$ cat src/rtl/uart_defs.vh
// Shared UART frame definitions: receiver state encodings and 8n1 frame constants.
// Latency: n/a (constants only).
// Backpressure: n/a.
`ifndef UART_DEFS_VH
`define UART_DEFS_VH

localparam logic [2:0] ST_IDLE  = 3'd0;
localparam logic [2:0] ST_START = 3'd1;
localparam logic [2:0] ST_DATA  = 3'd2;
localparam logic [2:0] ST_STOP  = 3'd3;
localparam logic [2:0] ST_BRK   = 3'd4;

localparam int UART_DBITS = 8;
localparam int UART_STOP  = 1;

`endif

$ cat src/rtl/uart_rx_os_pkg.sv
// Package for the oversampling UART receiver: frame constants, state codes, 3-input majority.
// Latency: n/a (declarations only).
// Backpressure: n/a.
package uart_rx_os_pkg;
  `include "uart_defs.vh"

  // Bit index covers data bits plus stop bits of one frame.
  localparam int IDX_W = $clog2(UART_DBITS + UART_STOP);

  function automatic logic maj3(input logic a, input logic b, input logic c);
    return (a & b) | (a & c) | (b & c);
  endfunction
endpackage

$ cat src/rtl/uart_rx_sampler.sv
// Line conditioner: 2-flop synchronizer on the async UART line, optional 3-tap majority filter.
// Latency: 2 clk from in to s (3 clk with UART_RX_MAJORITY_EN defined).
// Backpressure: none; free-running sampler.
// Ports: clk, rst (sync, active-high), in (async line, idle high) -> s (conditioned sample).
// Macro UART_RX_MAJORITY_EN: adds two history flops and votes over the last three in_s values.
module uart_rx_sampler
  import uart_rx_os_pkg::*;
(
  input  logic clk,
  input  logic rst,
  input  logic in,
  output logic s
);

  logic sync1;
  logic in_s;

  // Sync flops reset high so a reset never looks like a start bit.
  always_ff @(posedge clk) begin
    if (rst) begin
      sync1 <= 1'b1;
      in_s  <= 1'b1;
    end else begin
      sync1 <= in;
      in_s  <= sync1;
    end
  end

`ifdef UART_RX_MAJORITY_EN
  logic hist1;
  logic hist2;

  always_ff @(posedge clk) begin
    if (rst) begin
      hist1 <= 1'b1;
      hist2 <= 1'b1;
    end else begin
      hist1 <= in_s;
      hist2 <= hist1;
    end
  end

  // A single-cycle pulse can only ever be one of three votes.
  assign s = maj3(in_s, hist1, hist2);
`else
  assign s = in_s;
`endif

endmodule

$ cat src/rtl/uart_rx_os.sv
// Oversampling 8n1 UART receiver: LSB-first byte recovery, false-start rejection, framing-error detect.
// Latency: OS/2+9*OS+1 clk from start detect to data_rdy (+2 sync, +1 more with majority filter).
// Backpressure: none; data_rdy/ferr are one-cycle strobes, the consumer must take them.
// Ports: clk (OS x baud), rst (sync, active-high), in (async line), data (last good byte),
//        data_rdy (data updated pulse), ferr (stop bit low pulse), busy (state != IDLE).
// Macro UART_RX_MAJORITY_EN selects the majority-filtered sampler.
module uart_rx_os
  import uart_rx_os_pkg::*;
#(
  parameter int OS = 16
) (
  input  logic       clk,
  input  logic       rst,
  input  logic       in,
  output logic [7:0] data,
  output logic       data_rdy,
  output logic       ferr,
  output logic       busy
);

  localparam int            CW      = $clog2(OS);
  localparam logic [CW-1:0] HALF_M1 = CW'(OS / 2 - 1);
  localparam logic [CW-1:0] FULL_M1 = CW'(OS - 1);
  localparam logic [IDX_W-1:0] LAST_IDX = IDX_W'(UART_DBITS - 1);

  logic                  s;
  logic [2:0]            state;
  logic [CW-1:0]         cnt;
  logic [IDX_W-1:0]      idx;
  logic [UART_DBITS-1:0] sr;

  uart_rx_sampler u_sampler (
    .clk (clk),
    .rst (rst),
    .in  (in),
    .s   (s)
  );

  assign busy = (state != ST_IDLE);

  always_ff @(posedge clk) begin
    if (rst) begin
      state    <= ST_IDLE;
      cnt      <= '0;
      idx      <= '0;
      sr       <= '0;
      data     <= 8'h00;
      data_rdy <= 1'b0;
      ferr     <= 1'b0;
    end else begin
      data_rdy <= 1'b0;
      ferr     <= 1'b0;
      case (state)
        ST_IDLE: begin
          if (!s) begin
            state <= ST_START;
            cnt   <= '0;
          end
        end
        // Re-check the line at mid start bit; a high level means a glitch.
        ST_START: begin
          if (cnt == HALF_M1) begin
            cnt <= '0;
            if (!s) begin
              state <= ST_DATA;
              idx   <= '0;
            end else begin
              state <= ST_IDLE;
            end
          end else begin
            cnt <= cnt + 1'b1;
          end
        end
        // From mid start, every OS cycles lands at mid bit; shift in from the top (LSB first).
        ST_DATA: begin
          if (cnt == FULL_M1) begin
            cnt <= '0;
            sr  <= {s, sr[UART_DBITS-1:1]};
            idx <= idx + 1'b1;
            if (idx == LAST_IDX) begin
              state <= ST_STOP;
            end
          end else begin
            cnt <= cnt + 1'b1;
          end
        end
        // Leave at mid stop bit so the next start edge is caught even with a fast transmitter.
        ST_STOP: begin
          if (cnt == FULL_M1) begin
            cnt <= '0;
            if (s) begin
              data     <= sr;
              data_rdy <= 1'b1;
              state    <= ST_IDLE;
            end else begin
              ferr  <= 1'b1;
              state <= ST_BRK;
            end
          end else begin
            cnt <= cnt + 1'b1;
          end
        end
        // Hold here through a break so it reports only one ferr.
        ST_BRK: begin
          if (s) begin
            state <= ST_IDLE;
          end
        end
        default: begin
          state <= ST_IDLE;
        end
      endcase
    end
  end

endmodule

$ cat config.mk
export PLATFORM = sky130hd
export DESIGN_NAME = uart_rx_os
export DESIGN_NICKNAME = d
export VERILOG_FILES = /design/src/rtl/uart_rx_os_pkg.sv /design/src/rtl/uart_rx_sampler.sv /design/src/rtl/uart_rx_os.sv
export VERILOG_INCLUDE_DIRS = /design/src /design/src/rtl
export SDC_FILE = /design/constraint.sdc
export NUM_CORES = 1
export LEC_CHECK = 0
export CAP_MARGIN = 25
export CORE_MARGIN = 8
export CORE_UTILIZATION = 54
export CTS_BUF_LIST = sky130_fd_sc_hd__clkbuf_16
export CTS_CLUSTER_SIZE = 12
export DETAILED_ROUTE_END_ITERATION = 10
export GPL_ROUTABILITY_DRIVEN = 0
export PLACE_DENSITY_LB_ADDON = 0.08
export RECOVER_POWER = 50
export SLEW_MARGIN = 20
export SYNTH_ARGS = -nofsm -noshare
export SYNTH_HDL_FRONTEND = slang
export SYNTH_SLANG_ARGS = --single-unit
$ cat constraint.sdc
create_clock -name clk -period 2.4 [get_ports clk]
set_input_delay 0.36 -clock clk [delete_from_list [all_inputs] [get_ports clk]]
set_output_delay 0.36 -clock clk [all_outputs]
set_load 0.05 [all_outputs]
Yosys cells after proc, flatten, opt, wreduce, memory -nomap -nowiden
Index checks and enable logic that the tools add are counted.
Word-level totals
  register bits after elaboration: 31
  latch bits: 0
  memory bits (writable): 0
  memory bits (read-only): 0
  bits of input ports: 3
  output and inout port bits: 11
  word-level logic and storage cells: 56
  memories: 0
Cells by class
  add/subtract/negate cells: 2
  multipliers: 0
  div/mod/pow operators: 0
  magnitude comparators: 0
  equality and inequality tests: 14
  shift-type cells: 0
  multiplexer cells: 18
  bitwise logic cells: 2
  reduce and logical (&&, ||, !) cells: 11
Operators with widths (number)
  $mux W3: 7
  $mux W4: 5
  $pmux W3 S5: 1
  $ne A2 B2 Y1 const B: 6
  $pmux W4 S3: 1
  $add A4 B1 Y4 const B: 2
  $eq A4 B3 Y1 const B: 2
  $pmux W4 S2: 1
  $eq A3 B2 Y1 const B: 2
  $reduce_and A6 Y1: 1
  $reduce_bool A3 Y1: 2
  $eq A4 B4 Y1 const B: 1
  $reduce_and A2 Y1: 2
  $reduce_and A4 Y1: 1
  $eq A3 B1 Y1 const B: 1
  $eq A3 B3 Y1 const B: 1
  $logic_not A3 Y1: 1
  $reduce_and A3 Y1: 1
  $reduce_or A3 Y1: 1
  $mux W1: 2
  $mux W2: 1
  $ne A2 B1 Y1 const B: 1
  $not A1 Y1: 2
  $reduce_bool A2 Y1: 1
  $reduce_or A2 Y1: 1

Logic depth before layout (Yosys ltp)
Gate-level depths: netlist of run 1.
  word-level depth: 4
  mapped depth: 6
  depth with buffers taken out: 5

Hierarchy
From an unflattened synthesis of run 1, not the netlist that was laid out.
Unflattened totals
  cells, all modules: 135
  area, all modules: 1292.5 um2
Modules (own cells, without submodules)
  uart_rx_os: instances 1, cells each 131, area an instance 1239.9 um2, seq. area each 580.6 um2
  uart_rx_sampler: instances 1, cells each 4, area an instance 52.6 um2, seq. area each 40.0 um2

Least setup slack after synthesis of run 1
Ideal clock, no wire load.
  path kind: register to register
  start point: reg cnt[0]
  end point: reg data[2]
  setup time: 128 ps
  arrival time: 1541 ps
  required time: 2272 ps
  path slack: 731 ps
  cell stages (with the launch flop): 7
  path buffers: 1
  period minus slack after synthesis: 1669 ps
  path through: dfxtp_1 ha_1 nand2_1 or4_1 buf_2 mux2i_1 nor2_1
On the way
  longest elaborated chain between the ends: 2
RTL lines
  start, declared: RTL line uart_rx_os.sv:28  | logic [CW-1:0] cnt;
  start signal, assigned: RTL line uart_rx_os.sv:71  | cnt <= cnt + 1'b1;
  start signal, assigned: RTL line uart_rx_os.sv:84  | cnt <= cnt + 1'b1;
  start signal, assigned: RTL line uart_rx_os.sv:100  | cnt <= cnt + 1'b1;
  $eq A4 B4 Y1: RTL line uart_rx_os.sv:89  | if (cnt == FULL_M1) begin
  $reduce_and A3 Y1 (no source line)
  end signal, assigned: RTL line uart_rx_os.sv:92  | data <= sr;
  end, declared: RTL line uart_rx_os.sv:15  | output logic [7:0] data,
No other way between the ends.
A chain may end at the register's enable or synchronous reset.

Worst setup path in the final report of run 1
  start point: reg state[2]
  end point: out busy
On the way
  longest elaborated chain between the ends: 1
RTL lines
  start, declared: RTL line uart_rx_os.sv:27  | logic [2:0] state;
  start signal, assigned: RTL line uart_rx_os.sv:43  | state <= ST_IDLE;
  start signal, assigned: RTL line uart_rx_os.sv:56  | state <= ST_START;
  start signal, assigned: RTL line uart_rx_os.sv:65  | state <= ST_DATA;
  $reduce_bool A3 Y1: RTL line uart_rx_os.sv:39  | assign busy = (state != ST_IDLE);
  end, declared: RTL line uart_rx_os.sv:18  | output logic busy
No other way between the ends.

==> flow_summary.json, run 1 <==
{
  "slew_headroom_pct": 41.2,
  "worst-slew-pin-transition_ns": 0.882,
  "placement.io_buffers": 13,
  "critical-path-max-stage-delay_ns": 0.70,
  "post-route-period-util_pct": 90.0,
  "synthFlopType": "sky130_fd_sc_hd__dfxtp_1",
  "cp.arrival_ns": 1.80,
  "antenna_cells_inserted": 0,
  "total_power_w": 0.00125,
  "status": "finished clean",
  "synth_area_um2": 1290,
  "routed_via_density": 5.56,
  "die_width_um": 64.9,
  "cts.root.buffer_cell": "sky130_fd_sc_hd__clkbuf_16",
  "fp.dieH_um": 64.9,
  "initial_antenna_violation_count": 0,
  "start_kind": "register",
  "cts_tree": "yes",
  "synth_area_per_inst_um2": 9.08,
  "holdBufCountCts": 0,
  "critical_path.endpoint_type": "output port",
  "synth_cell_types": 35,
  "path_clk_slew_ns": 0.05,
  "preCtsSetupSlack_ns": 0.482,
  "data_required_time_at_the_worst_endpoint_ns": 2.04,
  "hpwl_um": 1690,
  "commonest_non_fill_non_tap_cell_in_the_layout": "sky130_fd_sc_hd__dfxtp_1",
  "p_leak_nw": 0.655,
  "cts-resized-gates": 0,
  "grt_pass1_wl_um": 4390,
  "layout.filler_cells": 173,
  "post_synth_and_or_nand_nor_area_fraction_pct": 23.9,
  "wl_per_cell_um": 13.7,
  "design.final.nets": 160,
  "fraction_of_synthesized_area_in_multiplexers_pct": 9.42,
  "synth_enable_flop_cells": 0,
  "globalRouteMet3Util_pct": 5.33,
  "grt_max_degree": 23,
  "rows": 17,
  "crit_type": "register to output port",
  "number_of_max_capacitance_violations_reported": 0,
  "crit_chain": "or3_1 > clkdlybuf4s50_1",
  "ratio_of_cells_with_drive_above_1_in_the_final_layout_pct": 8.33,
  "clock.fmax_ghz": 0.463,
  "finalSetupViolCount": 0,
  "fp.dieArea_um2": 4210,
  "tritoncts_num_sinks": 31,
  "drtAntennaViolNets": 0,
  "synth_compound_area_share_pct": 11.3,
  "finClkSkew_ns": 0.00551,
  "ctsHtreeMaxLevel": 2,
  "layout.cells.most_common_list": "31 x sky130_fd_sc_hd__dfxtp_1, 21 x sky130_fd_sc_hd__nand2_1, 20 x sky130_fd_sc_hd__nor2_1, 11 x sky130_fd_sc_hd__mux2i_1",
  "fp.coreArea_um2": 2230,
  "via_count_of_the_first_global_routing_pass": 995,
  "postCtsSetupBuffers": 0,
  "worst_slack_ns": 0.241,
  "initial_util_pct": 57.7,
  "cp_max_fo": 12,
  "overflow": 0,
  "setup_repair_after_global_routing_missed_its_margin": "no",
  "hold_ws_ns": 0.416,
  "total_number_of_vias": 1023,
  "powerDensity_nw_per_um2": 793,
  "worst_ir_drop_vdd_mv": 0.644,
  "final-hold-violation-count": 0,
  "cts.path.max_buffers": 2,
  "final_design_area_no_fill_um2": 1580,
  "tns_ns": 0,
  "numCtsBuffers": 5,
  "synth_top_family_by_area": "simple AND/OR/NAND/NOR gates",
  "post_synth_fa_ha_maj_area_fraction_pct": 1.94,
  "area_delta_synth_final_pct": 22.3,
  "fin_crit_ns": 2.16,
  "groute.layer.met2.usage_pct": 21.9,
  "synthesis_warning_total": 0,
  "synthesis.instances": 142,
  "final_max_slew_viol_count": 0,
  "worstSkewPairLatency_ns": 0.27,
  "drt_first_iter_violations": 38,
  "synth.ff_latch_count": 31,
  "synth_seq_area_share_pct": 48.2,
  "xor_xnor_fraction_of_synth_area_pct": 0.680,
  "hold_path.class": "register to register",
  "groute.layer.met1.usage_pct": 14.0,
  "grt.total_usage_pct": 13.0,
  "detail_route.drc_violations": 0,
  "synthesis.nets": 147,
  "firstDrtPassIters": 4,
  "crit_slowest_cell": "sky130_fd_sc_hd__clkdlybuf4s50_1",
  "detail_route.wirelength_um": 2510,
  "async_s_r_ff_share_synth_pct": 0,
  "design.portCount": 14,
  "place_area_um2": 1420,
  "global_route.peak_usage_layer": "met2"
}
-- cells in the mapped netlist (all sizes together) (2+ instances only) --
cell	number	area (um^2)
nor2	20	75.1
mux2i	11	110
or2	3	18.8
buf	5	37.5
dfxtp	31	621
ha	2	25.0
nand3	5	25.0
clkbuf	4	15.0
nor4b	2	17.5
nor3	3	15.0
nand2	21	78.8
a21oi	9	45.0
inv	2	7.51
or3	3	18.8
a211o	2	17.5
a211oi	3	27.5
-- metal layers --
| layer | wire, um | part of all wire (%) | vias up |
|---|---|---|---|
| met5 | 0 | 0 | - |
| met4 | 25 | 0.99 | 0 |
| met3 | 151 | 6.0 | 4 |
| met2 | 1190 | 47 | 24 |
| met1 | 1150 | 46 | 478 |
| li1 | - | - | 517 |
-- flip-flops by register name (all words and copies together), names as in the netlist --
register	flops
u_sampler.s	1
sr	8
state	3
data_rdy	1
u_sampler.sync1	1
ferr	1
cnt	4
data	8
idx	4
-- per-stage QoR --
step                cells  utilization, %
floorplan             142               -
global placement      176            63.4
detailed placement    176            63.4
CTS                   184            70.8
global route          184            70.6
finish                184            70.6
-- power by group --
group	switching [W]	internal (W)	leakage [nW]	total, W
registers	0.00000436	0.000519	0.250	0.000524
clock network	0.000212	0.000483	0.0812	0.000695
logic	0.0000198	0.0000128	0.323	0.0000326
total	0.000236	0.00101	0.655	0.00125
-- cells by family (layout without fill, tap and decap cells) --
logic type / count (synthesis) / in the layout
simple gates: 64 / 64
flops: 31 / 31
compound gates: 21 / 21
mux: 12 / 12
buf+inv: 11 / 25
fa+ha+maj: 2 / 2
xor+xnor: 1 / 1
-- critical path: cells and delay by family, from the launching register on --
| kind | cells | cell delay, ns |
|---|---|---|
| buffers and inverters | 1 | 0.70 |
| DFF | 1 | 0.42 |
| and+or+nand+nor | 1 | 0.40 |
-- area by class of cell --
class	count	area (um^2)	area share [%]
Sequential cell	31	621	39.4
Clock inverter	3	38.8	2.46
Tap cell	28	35.0	2.22
Timing Repair Buffer	15	141	8.97
Inverter	2	7.51	0.476
Clock buffer	5	125	7.94
Multi-Input combinational cell	100	608	38.6
-- worst paths after layout --
check                  startpoint           to  slack, ns  cells after the start
hold reg to reg   u_sampler.sync1  u_sampler.s       0.42                      1
setup / recovery         state[2]         busy       0.24                      2
setup reg to reg           cnt[0]      data[1]       0.39                      5
hold / removal    u_sampler.sync1  u_sampler.s       0.42                      1
(Power assumes the default switching activity.)
==> inputs of run 2 (changes only) <==
--- a/config.mk
+++ b/config.mk
@@ -8,10 +8,11 @@
 export LEC_CHECK = 0
 export CAP_MARGIN = 25
 export CORE_MARGIN = 8
-export CORE_UTILIZATION = 54
+export CORE_UTILIZATION = 55
 export CTS_BUF_LIST = sky130_fd_sc_hd__clkbuf_16
 export CTS_CLUSTER_SIZE = 12
 export DETAILED_ROUTE_END_ITERATION = 10
+export DONT_BUFFER_PORTS = 1
 export GPL_ROUTABILITY_DRIVEN = 0
 export PLACE_DENSITY_LB_ADDON = 0.08
 export RECOVER_POWER = 50
==> run 2 against run 1 <==
Critical path depth is 3 higher. First-iteration DRC count up 37%. Critical endpoint is now data[2]. Power fell by 11%. Sequential power barely moved. Combinational power down 45%. Flip-flop and latch count is the same. Routed wire length is 7.6% lower. Design area is 11% lower. Non-clock buffer count is 15 lower. Fmax grew 9.9%. Count of clock-buffer cells in the layout stayed put. Global-route usage is 0.58 points lower.
==> flow_summary.json, run 2 (synthesis gave the netlist of run 1 again) <==
{
  "fp.coreArea_um2": 2210,
  "biggestRegsByFlops": "data: 8 flops, sr: 8 flops",
  "crit_path_start": "cnt[0]",
  "crit_chain": "ha_1 > nand2_1 > or4_1 > mux2i_1 > nor2_1",
  "worst_ir_drop_vdd_mv": 0.561,
  "setup_repair_after_global_routing_missed_its_margin": "no",
  "tns_ns": 0,
  "worst-slew-pin-transition_ns": 0.528,
  "finalSetupViolCount": 0,
  "cp.arrival_ns": 2.13,
  "post-route-period-util_pct": 81.9,
  "final_max_slew_viol_count": 0,
  "total_power_w": 0.00111,
  "drtAntennaViolNets": 0,
  "start_kind": "register",
  "worstSetupPathDepth": 5,
  "ratio_of_cells_with_drive_above_1_in_the_final_layout_pct": 7.86,
  "cp_max_fo": 9,
  "number_of_max_capacitance_violations_reported": 0,
  "critPathCapture": "data[2]",
  "placement.io_buffers": 0,
  "design.portCount": 14,
  "hold_path.class": "input pin to register",
  "status": "finished clean",
  "ctsHtreeMaxLevel": 2,
  "grt.total_usage_pct": 12.4,
  "slew_headroom_pct": 64.7,
  "timing.rr.start": "cnt[0]",
  "drt_first_iter_violations": 52,
  "grt_max_degree": 34,
  "r2r_setup_slack_ns": 0.44,
  "p_leak_nw": 0.561,
  "critPathTopFamily": "simple AND/OR/NAND/NOR gates",
  "holdBufCountCts": 0,
  "powerDensity_nw_per_um2": 793,
  "crit_slowest_cell": "sky130_fd_sc_hd__or4_1",
  "rows": 17,
  "wl_per_cell_um": 13.8,
  "grt_pass1_wl_um": 4060,
  "numCtsBuffers": 5,
  "firstDrtPassIters": 4,
  "die_width_um": 64.4,
  "cts.path.max_buffers": 2,
  "total_number_of_vias": 974,
  "crit_buf_inv": 0,
  "fp.dieH_um": 64.4,
  "path_clk_slew_ns": 0.05,
  "fp.dieArea_um2": 4150,
  "hpwl_um": 1540,
  "via_count_of_the_first_global_routing_pass": 865,
  "non_filler_cells_in_the_finished_layout": 168,
  "routed_via_density": 5.80,
  "detail_route.wirelength_um": 2320,
  "initial_antenna_violation_count": 0,
  "r2r.worst_path.cells": 5,
  "cts-resized-gates": 0,
  "worst_r2r_endpoint": "data[2]",
  "tritoncts_num_sinks": 31,
  "post-place-cells": 161,
  "data_required_time_at_the_worst_endpoint_ns": 2.56,
  "commonest_non_fill_non_tap_cell_in_the_layout": "sky130_fd_sc_hd__dfxtp_1",
  "finClkSkew_ns": 0.00320,
  "hold_ws_ns": 0.156,
  "final-hold-violation-count": 0,
  "critical-path-max-stage-delay_ns": 0.75,
  "critical_path.endpoint_type": "register",
  "crit_type": "register to register",
  "area_delta_synth_final_pct": 9.03,
  "initial_util_pct": 58.3,
  "clock.fmax_ghz": 0.509,
  "detail_route.drc_violations": 0,
  "fin_crit_ns": 1.96,
  "cts_tree": "yes",
  "cts.root.buffer_cell": "sky130_fd_sc_hd__clkbuf_16",
  "overflow": 0,
  "antenna_cells_inserted": 0,
  "postCtsSetupBuffers": 0,
  "layout.cells.most_common_list": "31 x sky130_fd_sc_hd__dfxtp_1, 21 x sky130_fd_sc_hd__nand2_1, 20 x sky130_fd_sc_hd__nor2_1, 11 x sky130_fd_sc_hd__mux2i_1, 9 x sky130_fd_sc_hd__a21oi_1",
  "design.final.nets": 145,
  "worstSkewPairLatency_ns": 0.27
}
[run 2: changes by cell type in the layout (fill, tap and decap cells not counted)]
cell / change
sky130_fd_sc_hd__clkdlybuf4s50_1: -4
sky130_fd_sc_hd__bufinv_16: -1
sky130_fd_sc_hd__dlygate4sd3_1: -9
sky130_fd_sc_hd__buf_4: -1
sky130_fd_sc_hd__clkbuf_1: -1
[run 2: cell type report]
cell class                      instances  area, um^2
Fill cell                             205         807
Sequential cell                        31         621
Multi-Input combinational cell        100         608
Clock buffer                            5         125
Tap cell                               28        35.0
Clock inverter                          2        8.76
Inverter                                2        7.51
[run 2: through the flow]
step,setup WS (ns),util [%],area (um^2)
global route,0.274,63.5,1410
floorplan,0.731,-,1290
detailed placement,0.421,57.5,1270
global placement,0.488,57.5,1270
finish,0.435,63.5,1410
CTS,0.412,63.5,1410
[run 2: power by group]
| part | switching, W | total, W | internal [W] |
|---|---|---|---|
| Sequential | 0.00000422 | 0.000524 | 0.000520 |
| Clock | 0.000202 | 0.000573 | 0.000371 |
| Combinational | 0.0000104 | 0.0000180 | 0.00000759 |
[run 2: metal layers]
layer	wire length [um]	vias to the layer above	track usage (%)
met1	1050	454	15.3
li1	-	487	-
met4	31	0	6.54
met5	0	-	0
met2	1040	28	17.1
met3	201	5	6.27
[run 2: worst min-delay path by stage]
stage	start	endpoint	slack [ns]	cells after the start
after floorplan	u_sampler.sync1	u_sampler.s	0.39	1
after global placement	u_sampler.sync1	u_sampler.s	0.39	1
after detailed placement	u_sampler.sync1	u_sampler.s	0.40	1
after CTS	rst	sr[0]	0.15	1
after global routing	rst	sr[6]	0.15	1
final	rst	sr[0]	0.16	1
[run 2: worst register-to-register path, stage by stage, from the launching register on]
cell and delay [ns]:
sky130_fd_sc_hd__dfxtp_1 0.37, sky130_fd_sc_hd__ha_1 0.30, sky130_fd_sc_hd__nand2_1 0.13, sky130_fd_sc_hd__or4_1 0.75, sky130_fd_sc_hd__mux2i_1 0.25, sky130_fd_sc_hd__nor2_1 0.05
